### src/rtl/canvas_access_sched_if.sv
// Request/response bundle between the canvas requesters (paint, clear,
// snapshot, VGA read) and canvas_access_sched.
interface canvas_access_sched_if;
  localparam int unsigned COORD_W = 5;
  localparam int unsigned PIX_N   = 1 << (2 * COORD_W);

  logic               iPaintReq;
  logic [COORD_W-1:0] iPaintCol;
  logic [COORD_W-1:0] iPaintRow;
  logic               oPaintAck;
  logic               iClearReq;
  logic               iSnapReq;
  logic               oSnapValid;
  logic [PIX_N-1:0]   oSnapshot;
  logic [COORD_W-1:0] iRdCol;
  logic [COORD_W-1:0] iRdRow;
  logic               oRdPix;
  logic               oBusy;

  modport master (
    output iPaintReq, iPaintCol, iPaintRow, iClearReq, iSnapReq, iRdCol, iRdRow,
    input  oPaintAck, oSnapValid, oSnapshot, oRdPix, oBusy
  );

  modport slave (
    input  iPaintReq, iPaintCol, iPaintRow, iClearReq, iSnapReq, iRdCol, iRdRow,
    output oPaintAck, oSnapValid, oSnapshot, oRdPix, oBusy
  );
endinterface

### src/rtl/canvas_access_sched.sv
// canvas_access_sched: owns the 32x32 one-bit drawing canvas and serialises
// paint stamps, full clears and DNN snapshots onto it, plus a registered
// single-pixel read port for the VGA raster.
// Canvas bit index is {col,row} = col*32 + row.
// Build option: define CANVAS_WIDE_BRUSH_EN for the 5-cell plus-shaped brush;
// otherwise a single-cell brush (centre write followed by one commit cycle).
module canvas_access_sched #(
  parameter int unsigned STAMP_CELLS = 5,
  parameter int unsigned CLEAR_COLS  = 32
) (
  input  logic                 clkVga,
  input  logic                 iRstN,
  canvas_access_sched_if.slave bus
);

  localparam int unsigned COORD_W = 5;
  localparam int unsigned IDX_W   = 2 * COORD_W;
  localparam int unsigned PIX_N   = 1 << IDX_W;
  localparam int unsigned ROWS    = 1 << COORD_W;
  // Step counter is sized for the widest brush in either build.
  localparam int unsigned STEP_W  = (STAMP_CELLS > 2) ? $clog2(STAMP_CELLS) : 1;
`ifdef CANVAS_WIDE_BRUSH_EN
  localparam int unsigned      STAMP_LAST = STAMP_CELLS - 1;
  localparam logic [COORD_W-1:0] COORD_MAX = '1;
`else
  localparam int unsigned      STAMP_LAST = 1;
`endif

  typedef enum logic [1:0] {IDLE, STAMP, CLEAR, SNAP} state_t;

  state_t             state, state_nxt;
  logic [PIX_N-1:0]   canvas;
  logic [COORD_W-1:0] stamp_col, stamp_row;
  logic [COORD_W-1:0] clr_col;
  logic [STEP_W-1:0]  step;
  logic               clr_pend, snap_pend;

  logic               grant_stamp, grant_clear, grant_snap;
  logic               wr_en;
  logic [IDX_W-1:0]   wr_idx;
  logic               clr_en;
  logic               stamp_done;
  logic               snap_copy;

  // State register.
  always_ff @(posedge clkVga or negedge iRstN) begin
    if (!iRstN) state <= IDLE;
    else        state <= state_nxt;
  end

  // Arbitration, stamp cell selection and per-state control.
  always_comb begin
    state_nxt   = state;
    grant_stamp = 1'b0;
    grant_clear = 1'b0;
    grant_snap  = 1'b0;
    wr_en       = 1'b0;
    wr_idx      = '0;
    clr_en      = 1'b0;
    stamp_done  = 1'b0;
    snap_copy   = 1'b0;
    unique case (state)
      IDLE: begin
        if (clr_pend) begin
          grant_clear = 1'b1;
          state_nxt   = CLEAR;
        end else if (snap_pend) begin
          grant_snap  = 1'b1;
          state_nxt   = SNAP;
        end else if (bus.iPaintReq && !bus.oPaintAck) begin
          // Ack cycle still sees the old request level; ignore it.
          grant_stamp = 1'b1;
          state_nxt   = STAMP;
        end
      end
      STAMP: begin
        if (step == STEP_W'(0)) begin
          wr_en  = 1'b1;
          wr_idx = {stamp_col, stamp_row};
        end
`ifdef CANVAS_WIDE_BRUSH_EN
        // Off-canvas neighbours are skipped but still take their cycle.
        else if (step == STEP_W'(1)) begin
          wr_en  = (stamp_row != '0);
          wr_idx = {stamp_col, stamp_row - COORD_W'(1)};
        end else if (step == STEP_W'(2)) begin
          wr_en  = (stamp_row != COORD_MAX);
          wr_idx = {stamp_col, stamp_row + COORD_W'(1)};
        end else if (step == STEP_W'(3)) begin
          wr_en  = (stamp_col != '0);
          wr_idx = {stamp_col - COORD_W'(1), stamp_row};
        end else if (step == STEP_W'(4)) begin
          wr_en  = (stamp_col != COORD_MAX);
          wr_idx = {stamp_col + COORD_W'(1), stamp_row};
        end
`endif
        if (step == STEP_W'(STAMP_LAST)) begin
          stamp_done = 1'b1;
          state_nxt  = IDLE;
        end
      end
      CLEAR: begin
        clr_en = 1'b1;
        if (clr_col == COORD_W'(CLEAR_COLS - 1)) state_nxt = IDLE;
      end
      SNAP: begin
        snap_copy = 1'b1;
        state_nxt = IDLE;
      end
      default: state_nxt = IDLE;
    endcase
  end

  // Pending flags; a pulse while already pending merges into one service.
  always_ff @(posedge clkVga or negedge iRstN) begin
    if (!iRstN) begin
      clr_pend  <= 1'b0;
      snap_pend <= 1'b0;
    end else begin
      clr_pend  <= grant_clear ? 1'b0 : (clr_pend  | bus.iClearReq);
      snap_pend <= grant_snap  ? 1'b0 : (snap_pend | bus.iSnapReq);
    end
  end

  // Stamp centre latch and step counter.
  always_ff @(posedge clkVga or negedge iRstN) begin
    if (!iRstN) begin
      stamp_col <= '0;
      stamp_row <= '0;
      step      <= '0;
    end else if (grant_stamp) begin
      stamp_col <= bus.iPaintCol;
      stamp_row <= bus.iPaintRow;
      step      <= '0;
    end else if (state == STAMP) begin
      step      <= step + STEP_W'(1);
    end
  end

  // Clear column counter.
  always_ff @(posedge clkVga or negedge iRstN) begin
    if (!iRstN)           clr_col <= '0;
    else if (grant_clear) clr_col <= '0;
    else if (clr_en)      clr_col <= clr_col + COORD_W'(1);
  end

  // Canvas storage: stamp writes set bits, clear zeroes one column per cycle.
  always_ff @(posedge clkVga or negedge iRstN) begin
    if (!iRstN) begin
      canvas <= '0;
    end else begin
      if (wr_en) canvas[wr_idx] <= 1'b1;
      if (clr_en) begin
        for (int r = 0; r < ROWS; r++) canvas[{clr_col, COORD_W'(r)}] <= 1'b0;
      end
    end
  end

  // Registered outputs: handshake pulses, snapshot, VGA pixel, busy.
  always_ff @(posedge clkVga or negedge iRstN) begin
    if (!iRstN) begin
      bus.oPaintAck  <= 1'b0;
      bus.oSnapValid <= 1'b0;
      bus.oSnapshot  <= '0;
      bus.oRdPix     <= 1'b0;
      bus.oBusy      <= 1'b0;
    end else begin
      bus.oPaintAck  <= stamp_done;
      bus.oSnapValid <= snap_copy;
      if (snap_copy) bus.oSnapshot <= canvas;
      bus.oRdPix     <= canvas[{bus.iRdCol, bus.iRdRow}];
      bus.oBusy      <= (state_nxt != IDLE);
    end
  end

endmodule
### src/flat_wrapper.sv
// flat-port wrapper written by rule: the top's interface ports become plain ports
module canvas_access_sched_flat 
#(
  parameter int unsigned STAMP_CELLS = 5,
  parameter int unsigned CLEAR_COLS  = 32
)
  (clkVga, iRstN, bus_iPaintReq, bus_iPaintCol, bus_iPaintRow, bus_iClearReq, bus_iSnapReq, bus_iRdCol, bus_iRdRow, bus_oPaintAck, bus_oSnapValid, bus_oSnapshot, bus_oRdPix, bus_oBusy);
  canvas_access_sched_if bus_i ();
  input  logic clkVga;
  input  logic iRstN;
  input wire logic [$bits(bus_i.iPaintReq)-1:0] bus_iPaintReq;
  input wire logic [$bits(bus_i.iPaintCol)-1:0] bus_iPaintCol;
  input wire logic [$bits(bus_i.iPaintRow)-1:0] bus_iPaintRow;
  input wire logic [$bits(bus_i.iClearReq)-1:0] bus_iClearReq;
  input wire logic [$bits(bus_i.iSnapReq)-1:0] bus_iSnapReq;
  input wire logic [$bits(bus_i.iRdCol)-1:0] bus_iRdCol;
  input wire logic [$bits(bus_i.iRdRow)-1:0] bus_iRdRow;
  output wire logic [$bits(bus_i.oPaintAck)-1:0] bus_oPaintAck;
  output wire logic [$bits(bus_i.oSnapValid)-1:0] bus_oSnapValid;
  output wire logic [$bits(bus_i.oSnapshot)-1:0] bus_oSnapshot;
  output wire logic [$bits(bus_i.oRdPix)-1:0] bus_oRdPix;
  output wire logic [$bits(bus_i.oBusy)-1:0] bus_oBusy;
  assign bus_i.iPaintReq = bus_iPaintReq;
  assign bus_i.iPaintCol = bus_iPaintCol;
  assign bus_i.iPaintRow = bus_iPaintRow;
  assign bus_i.iClearReq = bus_iClearReq;
  assign bus_i.iSnapReq = bus_iSnapReq;
  assign bus_i.iRdCol = bus_iRdCol;
  assign bus_i.iRdRow = bus_iRdRow;
  assign bus_oPaintAck = bus_i.oPaintAck;
  assign bus_oSnapValid = bus_i.oSnapValid;
  assign bus_oSnapshot = bus_i.oSnapshot;
  assign bus_oRdPix = bus_i.oRdPix;
  assign bus_oBusy = bus_i.oBusy;
  canvas_access_sched #(.STAMP_CELLS(STAMP_CELLS), .CLEAR_COLS(CLEAR_COLS)) u_core (.clkVga(clkVga), .iRstN(iRstN), .bus(bus_i));
endmodule
### config.mk
export PLATFORM = sky130hd
export DESIGN_NAME = canvas_access_sched_flat
export DESIGN_NICKNAME = d
export VERILOG_FILES = /design/src/rtl/canvas_access_sched_if.sv /design/src/rtl/canvas_access_sched.sv /design/src/flat_wrapper.sv
export SDC_FILE = /design/constraint.sdc
export NUM_CORES = 2
export LEC_CHECK = 0
export BUFFER_PORTS_ARGS = -buffer_cell sky130_fd_sc_hd__buf_2
export CORE_ASPECT_RATIO = 0.8
export CORE_UTILIZATION = 40
export CTS_CLUSTER_SIZE = 16
export DETAILED_ROUTE_END_ITERATION = 16
export SLEW_MARGIN = 20
export SYNTH_ARGS = -nofsm -noshare
export SYNTH_HDL_FRONTEND = slang
export SYNTH_SLANG_ARGS = --single-unit
### constraint.sdc
create_clock -name clkVga -period 3.51 [get_ports clkVga]
set_clock_uncertainty 0.2 [all_clocks]
set_input_delay 0.1755 -clock clkVga [delete_from_list [all_inputs] [get_ports clkVga]]
set_output_delay 0.1755 -clock clkVga [all_outputs]
set_load 0.02 [all_outputs]
==> out/results.tsv <==
metric	value	unit
seq_area_frac_synth	61.7	%
ys_warn_count	0	
hold_path.class	input port to register	
cp_num_cells	9	
wl_per_cell	28.3	um
tightest_slew	1.06	ns
drive_above_1_share	20.9	%
synth-edff-count	0	
critPathSlowestCell	nor4_2	
slowest_delay	0.54	ns
holdPathEnd	u_core.bus.oRdPix$_DFF_PN0_	
crit_top_cell	buf_4	
die_y	412	um
die_w	515	um
ys.flop_type	dfrtp_1	
initial_core_util	40.3	%
ys_types	59	
reg2reg_slack	0.05	ns
core_area	209000	um^2
worstHoldStart	bus_iRdCol[1]	
routed_via_density	5.68	
end_kind	register	
routed-via-count	71821	
pre_cts_ws	-0.434	ns
final_common_cell	nand2_1	
grt_overflow	0	
cts_setup_buffers	0	
io_pins	1053	
fin_crit_sh	98.5	%
cts_buffers	204	
cts_htree_levels	4	
path_class	register to register	
outcome	complete, no violations	
rr_endpoint	u_core.bus.oRdPix$_DFF_PN0_	
crit_family	simple AND/OR/NAND/NOR gates	
timing.final.max_slew_violations	0	
cts_sinks	2074	
synth_area	84100	um^2
firstDrtPassIters	6	
hold_viol_final	0	
grt_start_max_net_pins	163	
path_cells	mux4_2 > a22o_1 > a221oi_1 > buf_4 > o22ai_1 > nor4_2 > buf_4 > or4_1 > nand4b_1	
final-setup-viol-count	0	
path_max_fanout	3	
syn_nets	8698	
period_needed	3.46	ns
avgSynthCellArea	9.71	um^2
start_kind	register	
clockBufferDepth	3	
reg2reg_depth	9	
layout_common_cells	3120 x nand2_1, 2074 x dfrtp_1, 1060 x a21oi_1, 1057 x nor2_1, 1046 x buf_2	
worst_ir_drop_vdd	0.000491	V
cts_tree	built	
io_buffers	1052	
synthCells	8665	
cts_root_buf	clkbuf_16	
dpl.hpwl	245	mm
whs_path_depth	5	
antenna_found_initial	11	
crit_buf_inv	2	
powerDensity	492	nW/um^2
clkTransAtPathRegs	0.06	ns
grt_pass1_wl	502	mm
worstReg2RegStart	u_core.canvas[539]$_DFF_PN0_	
area_delta_synth_final	20.5	%
drcViolationCount	0	
maxCapViolCount	0	
drt_iter0_markers	9340	
crit_arrival	3.97	ns
fin_ws	0.0540	ns
grt_use_total	33.1	%
ys_seq_elements	2074	
finish.utilization	48.5	%
cp.required	4.02	ns
synthArstFlopShare	100	%
insertion_delay	0.86	ns
fmax	289	MHz
slew_headroom	29.5	%
leakage	56.1	nW
grt_pass1_vias	68881	
drt-total-wl	358	mm
final_nets	9688	
dieArea	212000	um^2
routabilityCongestion	0.914	
rsz0062_at_grt	false	
rows	150	
ant_nets	0	
cell type report:
class / count / area [um^2]
fill: 19580 / 108000
sequential: 2074 / 51900
multi-input combinational: 5961 / 30000
timing repair buffer: 1403 / 8940
clock buffer: 301 / 6010
tap: 2812 / 3520
clock inverter: 71 / 927
inverter: 11 / 48.8
antenna: 7 / 17.5
report_power, final:
part           internal, mW  switching, mW
Clock                  12.9           9.92
Combinational         0.654           2.23
Sequential             24.0          0.174
repair_timing:
| action | in CTS | in global routing |
|---|---|---|
| hold endpoints to repair | 1836 | 0 |
| hold buffers | 30 | 0 |
| resized for setup | 0 | 0 |
layer usage:
metal	track usage, %	wire [um]
met4	16.9	20400
met1	43.2	137000
met2	50.3	161000
met5	0.269	125
met3	9.33	38700
worst max path at each step:
stage / from / end
after global placement: bus_iRdRow[2] / u_core.bus.oRdPix$_DFF_PN0_
after global routing: u_core.canvas[539]$_DFF_PN0_ / u_core.bus.oRdPix$_DFF_PN0_
after detailed placement: bus_iRdRow[0] / u_core.bus.oRdPix$_DFF_PN0_
after floorplan: bus_iRdRow[1] / u_core.bus.oRdPix$_DFF_PN0_
final: u_core.canvas[539]$_DFF_PN0_ / u_core.bus.oRdPix$_DFF_PN0_
after CTS: u_core.canvas[539]$_DFF_PN0_ / u_core.bus.oRdPix$_DFF_PN0_
logic make-up (layout without fill, tap and decap cells):
group | after synthesis | after routing | share of synthesized area, %
other | 0 | 7 | 0
flip-flops | 2074 | 2074 | 61.7
adder cells (fa/ha/maj) | 8 | 8 | 0.119
AND/OR/NAND/NOR | 4376 | 4376 | 19.8
multiplexers | 329 | 329 | 7.13
XOR/XNOR | 1 | 1 | 0.0104
AO/OA/AOI/OAI | 1247 | 1247 | 8.00
buffers and inverters | 630 | 1786 | 3.24
metrics by stage:
stage	hold WS, ns	TNS [ns]	power [mW]	area (um^2)	cells
final	0.0481	0	49.9	101000	12640
after global routing	0.0369	0	51.1	101000	12635
after CTS	0.00269	0	50.0	101000	12633
after detailed placement	0.0776	-0.434	27.4	94100	12231
after global placement	0.0975	-0.534	27.3	94100	12231
after floorplan	-0.320	0	25.7	84100	8665
registers in the layout (all words and copies together) (netlist names):
register	flops
u_core.bus.oRdPix	1
u_core.stamp_row	5
u_core.bus.oSnapshot	1024
u_core.bus.oPaintAck	1
u_core.snap_pend	1
u_core.clr_pend	1
u_core.stamp_col	5
u_core.clr_col	5
u_core.bus.oBusy	1
u_core.canvas	1024
u_core.step	3
u_core.bus.oSnapValid	1
u_core.state	2
synthesized netlist by cell type, drive strengths merged, types with 14 or more instances:
| master | count | area, um^2 |
|---|---|---|
| dfrtp | 2074 | 51900 |
| a21oi | 1060 | 5310 |
| mux2 | 18 | 203 |
| nand3 | 18 | 90.1 |
| mux2i | 98 | 981 |
| nor3 | 14 | 70.1 |
| o22ai | 23 | 144 |
| o221ai | 39 | 342 |
| nand2 | 3123 | 11700 |
| mux4 | 213 | 4820 |
| a22oi | 40 | 300 |
| nor2 | 1152 | 4320 |
| buf | 86 | 683 |
| clkbuf | 533 | 2000 |
| o21ai | 21 | 105 |
tightest hold or removal path: cells and delay by family:
kind            cells  cell delay [ns]
simple gates        1             0.10
compound gates      1             0.13
buf+inv             3             0.64
Note: power is estimated with default switching activity, not from simulation.
